$ cat src/rtl/ifetch.sv
// ifetch: instruction fetch unit with a 2-entry output FIFO.
// Issues single-cycle-latency reads to an instruction memory, tags each
// returned word with its address, and hands words to the decoder over a
// valid/ready interface. Redirects flush the FIFO and drop the read in flight.
// Optional build macro: IFETCH_LOADER_EN adds a program-load port and the
// LOAD state, which writes one word into instruction memory per request.
module ifetch #(
    parameter int width    = 28,
    parameter int add_size = 11
) (
    input  logic                clk,
    input  logic                reset,
    input  logic                run,
    input  logic                redirect_valid,
    input  logic [add_size-1:0] redirect_pc,
    output logic                inst_valid,
    input  logic                inst_ready,
    output logic [width-1:0]    inst,
    output logic [add_size-1:0] inst_pc,
    output logic                im_cs,
    output logic [1:0]          im_wen,
    output logic [add_size-1:0] im_address,
    output logic [width-1:0]    im_d,
    input  logic [width-1:0]    im_q
`ifdef IFETCH_LOADER_EN
    ,
    input  logic                ld_valid,
    output logic                ld_ready,
    input  logic [add_size-1:0] ld_addr,
    input  logic [width-1:0]    ld_data
`endif
);

    typedef enum logic [1:0] {
        IDLE = 2'd0,
        RUN  = 2'd1,
        LOAD = 2'd2
    } state_t;

    state_t              state_q, state_d;
    logic [add_size-1:0] pc_q, pc_d;
    logic                inflight_q, inflight_d;
    logic [add_size-1:0] inflight_pc_q, inflight_pc_d;
    logic [width-1:0]    fifo_inst_q [2];
    logic [width-1:0]    fifo_inst_d [2];
    logic [add_size-1:0] fifo_pc_q [2];
    logic [add_size-1:0] fifo_pc_d [2];
    logic                rd_ptr_q, rd_ptr_d;
    logic                wr_ptr_q, wr_ptr_d;
    logic [1:0]          count_q, count_d;

    logic                pop;
    logic                push;
    logic                issue;
    logic [1:0]          count_after_pop;
    logic                ld_ready_int;
    logic                ld_accept;

`ifdef IFETCH_LOADER_EN
    logic [add_size-1:0] ld_addr_q, ld_addr_d;
    logic [width-1:0]    ld_data_q, ld_data_d;
`endif

    // Head of the FIFO is always presented; valid is masked while reset is high.
    assign inst_valid = !reset && (count_q != 2'd0);
    assign inst       = fifo_inst_q[rd_ptr_q];
    assign inst_pc    = fifo_pc_q[rd_ptr_q];
    assign pop        = inst_valid && inst_ready;

    // A head popped this cycle frees its slot, so a new read may be issued
    // against it; this is what sustains one instruction per cycle.
    assign count_after_pop = count_q - {1'b0, pop};
    assign issue = !reset && (state_q == RUN) && run && !redirect_valid &&
                   ((count_after_pop + {1'b0, inflight_q}) < 2'd2);

    // Memory data lands the cycle after issue; a redirect in that cycle drops it.
    assign push = inflight_q && !redirect_valid;

`ifdef IFETCH_LOADER_EN
    assign ld_ready_int = !reset && (state_q == IDLE) && !inflight_q && !run;
    assign ld_accept    = ld_valid && ld_ready_int;
    assign ld_ready     = ld_ready_int;
`else
    assign ld_ready_int = 1'b0;
    assign ld_accept    = 1'b0;
`endif

    // Memory interface: reads while issuing, one write cycle in LOAD.
    always_comb begin
        im_cs      = issue;
        im_wen     = 2'b00;
        im_address = issue ? pc_q : '0;
        im_d       = '0;
`ifdef IFETCH_LOADER_EN
        if (!reset && (state_q == LOAD)) begin
            im_cs      = 1'b1;
            im_wen     = 2'b11;
            im_address = ld_addr_q;
            im_d       = ld_data_q;
        end
`endif
    end

    // Next state for the fetch controller, pc and in-flight tracking.
    always_comb begin
        state_d       = state_q;
        pc_d          = pc_q;
        inflight_d    = issue;
        inflight_pc_d = pc_q;
        case (state_q)
            IDLE: begin
                if (run) begin
                    state_d = RUN;
                end else if (ld_accept) begin
                    state_d = LOAD;
                end
            end
            RUN: begin
                if (!run && !inflight_q) begin
                    state_d = IDLE;
                end
            end
            LOAD:    state_d = IDLE;
            default: state_d = IDLE;
        endcase
        if (redirect_valid) begin
            pc_d = redirect_pc;
        end else if (issue) begin
            pc_d = pc_q + add_size'(1);
        end
    end

`ifdef IFETCH_LOADER_EN
    // Capture the accepted load request so LOAD can drive it for one cycle.
    always_comb begin
        ld_addr_d = ld_addr_q;
        ld_data_d = ld_data_q;
        if (ld_accept) begin
            ld_addr_d = ld_addr;
            ld_data_d = ld_data;
        end
    end
`endif

    // FIFO bookkeeping: redirect flushes everything, including a same-cycle pop.
    always_comb begin
        fifo_inst_d = fifo_inst_q;
        fifo_pc_d   = fifo_pc_q;
        rd_ptr_d    = rd_ptr_q;
        wr_ptr_d    = wr_ptr_q;
        count_d     = count_q;
        if (redirect_valid) begin
            rd_ptr_d = 1'b0;
            wr_ptr_d = 1'b0;
            count_d  = 2'd0;
        end else begin
            if (push) begin
                fifo_inst_d[wr_ptr_q] = im_q;
                fifo_pc_d[wr_ptr_q]   = inflight_pc_q;
                wr_ptr_d              = ~wr_ptr_q;
            end
            if (pop) begin
                rd_ptr_d = ~rd_ptr_q;
            end
            count_d = count_q + {1'b0, push} - {1'b0, pop};
        end
    end

    // All state registers, cleared synchronously by reset.
    always_ff @(posedge clk) begin
        if (reset) begin
            state_q       <= IDLE;
            pc_q          <= '0;
            inflight_q    <= 1'b0;
            inflight_pc_q <= '0;
            rd_ptr_q      <= 1'b0;
            wr_ptr_q      <= 1'b0;
            count_q       <= 2'd0;
            for (int i = 0; i < 2; i++) begin
                fifo_inst_q[i] <= '0;
                fifo_pc_q[i]   <= '0;
            end
`ifdef IFETCH_LOADER_EN
            ld_addr_q     <= '0;
            ld_data_q     <= '0;
`endif
        end else begin
            state_q       <= state_d;
            pc_q          <= pc_d;
            inflight_q    <= inflight_d;
            inflight_pc_q <= inflight_pc_d;
            rd_ptr_q      <= rd_ptr_d;
            wr_ptr_q      <= wr_ptr_d;
            count_q       <= count_d;
            fifo_inst_q   <= fifo_inst_d;
            fifo_pc_q     <= fifo_pc_d;
`ifdef IFETCH_LOADER_EN
            ld_addr_q     <= ld_addr_d;
            ld_data_q     <= ld_data_d;
`endif
        end
    end

endmodule

$ cat config.mk
export PLATFORM = sky130hd
export DESIGN_NAME = ifetch
export DESIGN_NICKNAME = d
export VERILOG_FILES = /design/src/rtl/ifetch.sv
export SDC_FILE = /design/constraint.sdc
export NUM_CORES = 1
export LEC_CHECK = 0
export BUFFER_PORTS_ARGS = -buffer_cell sky130_fd_sc_hd__buf_2
export CAP_MARGIN = 15
export CORE_AREA = 2 2 106 108
export CTS_CLUSTER_DIAMETER = 100
export DETAILED_ROUTE_END_ITERATION = 10
export DIE_AREA = 0 0 108 110
export GPL_TIMING_DRIVEN = 0
export PLACE_DENSITY = 0.77
export SYNTH_ARGS = -nofsm -noshare
export SYNTH_HDL_FRONTEND = slang
export SYNTH_SLANG_ARGS = --single-unit
$ cat constraint.sdc
create_clock -name clk -period 7.3 [get_ports clk]
set_clock_uncertainty 0.1 [all_clocks]
set_input_delay 1.095 -clock clk [delete_from_list [all_inputs] [get_ports clk]]
set_output_delay 1.095 -clock clk [all_outputs]
set_load 0.01 [all_outputs]
# Word-level counts from Yosys, hierarchy flattened
# Index checks and enable logic that the tools add are counted.
[totals]
wordCells = 65
output_inout_bits = 82
in_bits = 44
ff_bits = 107
[classes]
order_cmp = 4
bitwise_logic = 5
n_reduce_logical = 19
add_sub_neg = 5
eq_ne = 3
muxes = 18
[op_table]
columns = ["op", "n"]
rows = [
  ["$mux 28", 4],
  ["$mux 11", 7],
  ["$bwmux 56", 1],
  ["$demux 28 s1", 1],
  ["$bwmux 22", 1],
  ["$add 11x1->11 const B", 1],
  ["$demux 11 s1", 1],
  ["$logic_and 1x1->1", 9],
  ["$add 2x1->2", 2],
  ["$ge 2x2->1 const B", 2],
  ["$logic_not 1->1", 4],
  ["$mux 2", 2],
  ["$not 1->2", 2],
  ["$pmux 2 s2", 1],
  ["$reduce_and 2->1", 2],
  ["$reduce_bool 2->1", 2],
  ["$sub 2x1->2", 2],
  ["$not 1->1", 3],
  ["$eq 2x1->1 const B", 1],
  ["$logic_not 2->1", 1],
  ["$lt 2x1->1 const B", 1],
  ["$lt 2x2->1 const B", 1],
  ["$ne 2x1->1 const B", 1],
  ["$ne 2x2->1 const B", 1],
  ["$reduce_or 2->1", 1],
]

# Depth between registers and ports, before layout
[depth]
depth_word = 9
ltp_mapped = 10
depth_no_buf = 8

# Worst setup path after synthesis
# No wires, ideal clock.
[synth_timing]
kind = "input port to output port"
from = "input reset"
to = "output im_address[1]"
slack_ps = 3009
path_stages = 9
n_path_buf = 2
arrival_time_ps = 3096
required_time_ps = 6105
path_cell_list = "clkbuf_1 -> o21ba_2 -> and2_1 -> ha_1 -> nor2b_1 -> xor2_1 -> nor4_1 -> clkbuf_1 -> and2_1"
[synth_between]
elab_chain_len = 8
[synth_rtl]
columns = ["element", "line", "source"]
rows = [
  ["from (decl)", "12", "input logic reset,"],
  ["$logic_not 1->1", "65", "assign inst_valid = !reset && (count_q != 2'd0);"],
  ["$logic_and 1x1->1", "65", ""],
  ["via inst_valid", "16", "output logic inst_valid,"],
  ["$logic_and 1x1->1", "68", "assign pop = inst_valid && inst_ready;"],
  ["via pop", "52", "logic pop;"],
  ["$sub 2x1->2", "72", "assign count_after_pop = count_q - {1'b0, pop};"],
  ["$add 2x1->2", "74", "((count_after_pop + {1'b0, inflight_q}) < 2'd2);"],
  ["$lt 2x2->1", "74", ""],
  ["$logic_and 1x1->1", "73", "assign issue = !reset && (state_q == RUN) && run && !redirect_valid &&"],
  ["via im_cs", "20", "output logic im_cs,"],
  ["$mux 11", "92", "im_address = issue ? pc_q : '0;"],
  ["to (decl)", "22", "output logic [add_size-1:0] im_address,"],
]
# The timed path passes the listed nets, and every way through them passes these cells.

# Worst setup path after layout
[layout_timing]
from = "input reset"
to = "output im_address[3]"
[layout_between]
elab_chain_len = 8
[layout_rtl]
columns = ["element", "line"]
rows = [
  ["$logic_not 1->1", "65"],
  ["$logic_and 1x1->1", "65"],
  ["$logic_and 1x1->1", "68"],
  ["via pop", "52"],
  ["$sub 2x1->2", "72"],
  ["$add 2x1->2", "74"],
  ["$lt 2x2->1", "74"],
  ["$logic_and 1x1->1", "73"],
  ["$mux 11", "92"],
]
# The timed path passes the listed nets, and every way through them passes these cells.

==> summary.md <==
| Metric | Value |
|---|---|
| HP Class | flip-flop to flip-flop |
| Vias in the first global route | 3971 |
| Io pins | 126 |
| DP Worst Slack | 2.632 ns |
| Die area | 11880 um2 |
| Worst Path Required | 6.11 ns |
| Initial Utilization | 44.37% |
| CP max FO | 10 |
| Largest stage delay on the critical path | 0.38 ns |
| Arrival time at the worst endpoint | 3.48 ns |
| # resized after CTS | 0 |
| Pint | 0.8124 mW |
| DRT Pass-1 Iters | 5 |
| Library cells used by synthesis | 39 |
| VDD IR max | 94.85 uV |
| Synthesized area | 4747 um2 |
| Slowest CP cell | clkbuf_1 |
| Share of post-route cells with drive strength above 1 | 26.84% |
| N_diodes | 0 |
| Crit path max-delay family | simple AND/OR/NAND/NOR gates |
| Synth area leader | dfxtp_1 |
| Routability cong. | 0.8342 |
| Final Util | 53.39% |
| Primary FF master, synth | dfxtp_1 |
| Tcrit/Tclk final | 63.98% |
| Worst-path cell chain | clkbuf_1 -> o21ba_2 -> and2_1 -> ha_1 -> nor2b_1 -> xor2_1 -> nor4_1 -> clkbuf_1 -> and2_1 -> buf_2 |
| Logic gate share of total power | 7.3% |
| Initial antenna violation count | 0 |
| Worst reg-to-reg path cell count | 8 |
| RSZ-0062 raised after global routing | false |
| Max_cap viols | 0 |
| Vias | 4249 |
| CTS Buf Count | 9 |
| Sequential area share after synthesis | 44.70% |
| H-tree depth | 3 |
| Initial DRC count | 290 |
| Commonest non-fill, non-tap cell in the layout | nand2_1 |
| Maximum clock path buffer count | 2 |
| Final Non-Filler Cells | 848 |
| Row cnt | 38 |
| Die height | 110 um |
| Critical path startpoint category | primary input |
| Number of synthesized flops with an enable pin | 0 |
| CTS Hold Buffers Added | 0 |
| Seq. cell area | 2122 um2 |
| WHS Path Cells | 2 |
| Pwr dens | 186.5 nW/um2 |
| Number of synthesis warnings | 0 |
| Tmin final | 4.671 ns |
| TritonCTS Sinks | 106 |
| Fin nets | 752 |
| Worst path depth | 10 |
| Mapped Cells | 571 |
| Setup violations, final | 0 |
| Status | finished clean |
| Post-synthesis async set-or-reset flop share | 0% |
| Cell count after placement | 833 |
| Register share of total power | 56.0% |
| PortBufs | 93 |
| Worst-Margin Slew | 0.6530 ns |
| Most frequent cells in the layout | nand2_1, dfxtp_1, buf_2 |
| Switch share | 23.73% |
| Critical path endpoint category | primary output |
| Net Sw Power | 0.2527 mW |
| Final hold vios | 0 |
| Detailed-route wire length | 11920 um |
| Avg Inst Size Synth | 8.314 um2 |
| Fill cell count | 995 |
| First-pass GRT wire length | 19040 um |
| Leakage power | 2.370 nW |
| Number of post-CTS setup repair buffers | 0 |
| Reg clk slew, reported paths | 0.09 ns |
| Largest net degree at the start of global routing | 18 |
| Area delta synth->final | 20.32% |
| Slew headroom | 56.47% |
| Clk Latency, worst-skew pair | 0.37 ns |
| Post-DP HPWL | 8569 um |
| Routed Antenna Nets | 0 |
| Total core area | 10700 um2 |
| Total grt overflow | 0 |
| Clock share of power | 36.8% |
| Multi-input logic area | 2293 um2 |
| Register bit count reported by yosys | 106 |
| Setup_tns | 0 ns |
| CTS Root Cell | clkbuf_8 |
| DR vias/cell | 5.011 |
| Largest cells by area after synthesis | dfxtp_1, nand2_1, mux2_2, a21oi_1, buf_4 |
| Setup ws final | 2.629 ns |
| Total GRT Usage | 20.33% |
| Critical path buffers and inverters | 3 |
| Synth top area share | 44.70% |
| Fmax | 214.1 MHz |
| Fin. max-slew vios | 0 |
| CTS tree | done |
| # DRC | 0 |
| Kind of critical path | primary input to primary output |
| WL/cell | 14.05 um |
| Die X | 108 um |
==> power by group through the flow <==
stage / combinational, mW / clock [mW] / sequential, mW
6_report: 0.0776 / 0.391 / 0.596
5_1_grt: 0.0854 / 0.423 / 0.598
4_1_cts: 0.0761 / 0.399 / 0.596
3_5_place_dp: 0.0758 / 0 / 0.609
3_3_place_gp: 0.0742 / 0 / 0.609
2_1_floorplan: 0.0502 / 0 / 0.606
==> stage by stage <==
stage	total power, mW	hold WS (ns)	cell area [um2]
final	1.065	0.3564	5712
after global routing	1.106	0.3738	5712
after CTS	1.071	0.3584	5712
after detailed placement	0.6849	0.3416	5497
after global placement	0.6830	0.3380	5497
after floorplan	0.6558	0.3321	4856
==> state kept, by name, indices dropped and copies added (netlist names) <==
| signal | cells |
|---|---|
| inflight_pc_q | 11 |
| inflight_q | 1 |
| count_q | 2 |
| fifo_inst_q | 56 |
| state_q | 1 |
| wr_ptr_q | 1 |
| fifo_pc_q | 22 |
| inflight_pc_d | 11 |
| rd_ptr_q | 1 |
==> path summary, 6_finish.rpt <==
kind	start	end	slack, ns
hold reg to reg	fifo_pc_q[2]	fifo_pc_q[2]	0.36
setup / recovery	reset	im_address[3]	2.63
setup reg to reg	count_q[1]	inflight_pc_d[6]	4.81
hold / removal	fifo_pc_q[2]	fifo_pc_q[2]	0.36
==> routing by layer <==
metal  part of all wire, %  vias up  track usage (%)  routed length (um)
met5                     0        -                0                   0
li1                      -     2102                -                   -
met2                    46      186            33.74                5451
met4                   1.7        0            7.326                 198
met3                   7.9       15            3.469                 938
met1                    45     1946            26.77                5326
==> cells by family after synthesis <==
family                   synth area share, %
AO/OA/AOI/OAI                          12.78
adder cells (fa/ha/maj)                1.054
XOR/XNOR                               1.292
multiplexers                           9.251
flip-flops                             44.70
other                                0.07900
AND/OR/NAND/NOR                        21.56
buffers and inverters                  9.278
==> worst reg2reg max path, cell delays in order, from the launching register on <==
cell      delay, ns
dfxtp_1        0.36
o21ba_2        0.21
and2_1         0.20
ha_1           0.28
nor2b_1        0.20
xor2_1         0.15
buf_6          0.17
or4_1          0.48
a311oi_1       0.26
==> cell type report <==
type / count / area share [%]
multi-input cells: 415 / 40.15
flip-flops and latches: 106 / 37.15
repair buffers: 93 / 8.149
plain buffers: 71 / 7.185
well taps: 140 / 3.067
clock buffers: 9 / 2.169
clock inverters: 6 / 1.599
inverters: 8 / 0.5257
==> synthesized netlist by cell type (3+ instances only) <==
| master | n |
|---|---|
| nor4_1 | 7 |
| xnor2_1 | 4 |
| o31a_1 | 4 |
| a2111oi_2 | 3 |
| nand3_1 | 6 |
| mux2_2 | 39 |
| xor2_1 | 3 |
| buf_2 | 6 |
| clkbuf_1 | 25 |
| nor2b_1 | 13 |
| nand2_1 | 163 |
| nor3_1 | 3 |
| or4_1 | 3 |
| ha_1 | 4 |
| buf_1 | 8 |
| a311oi_1 | 6 |
| nor2_1 | 13 |
| a21oi_1 | 79 |
| o31ai_1 | 4 |
| and4_1 | 5 |
| and2_1 | 13 |
| buf_4 | 30 |
| inv_1 | 7 |
| dfxtp_1 | 106 |
Power figures use the tool's default switching activity.
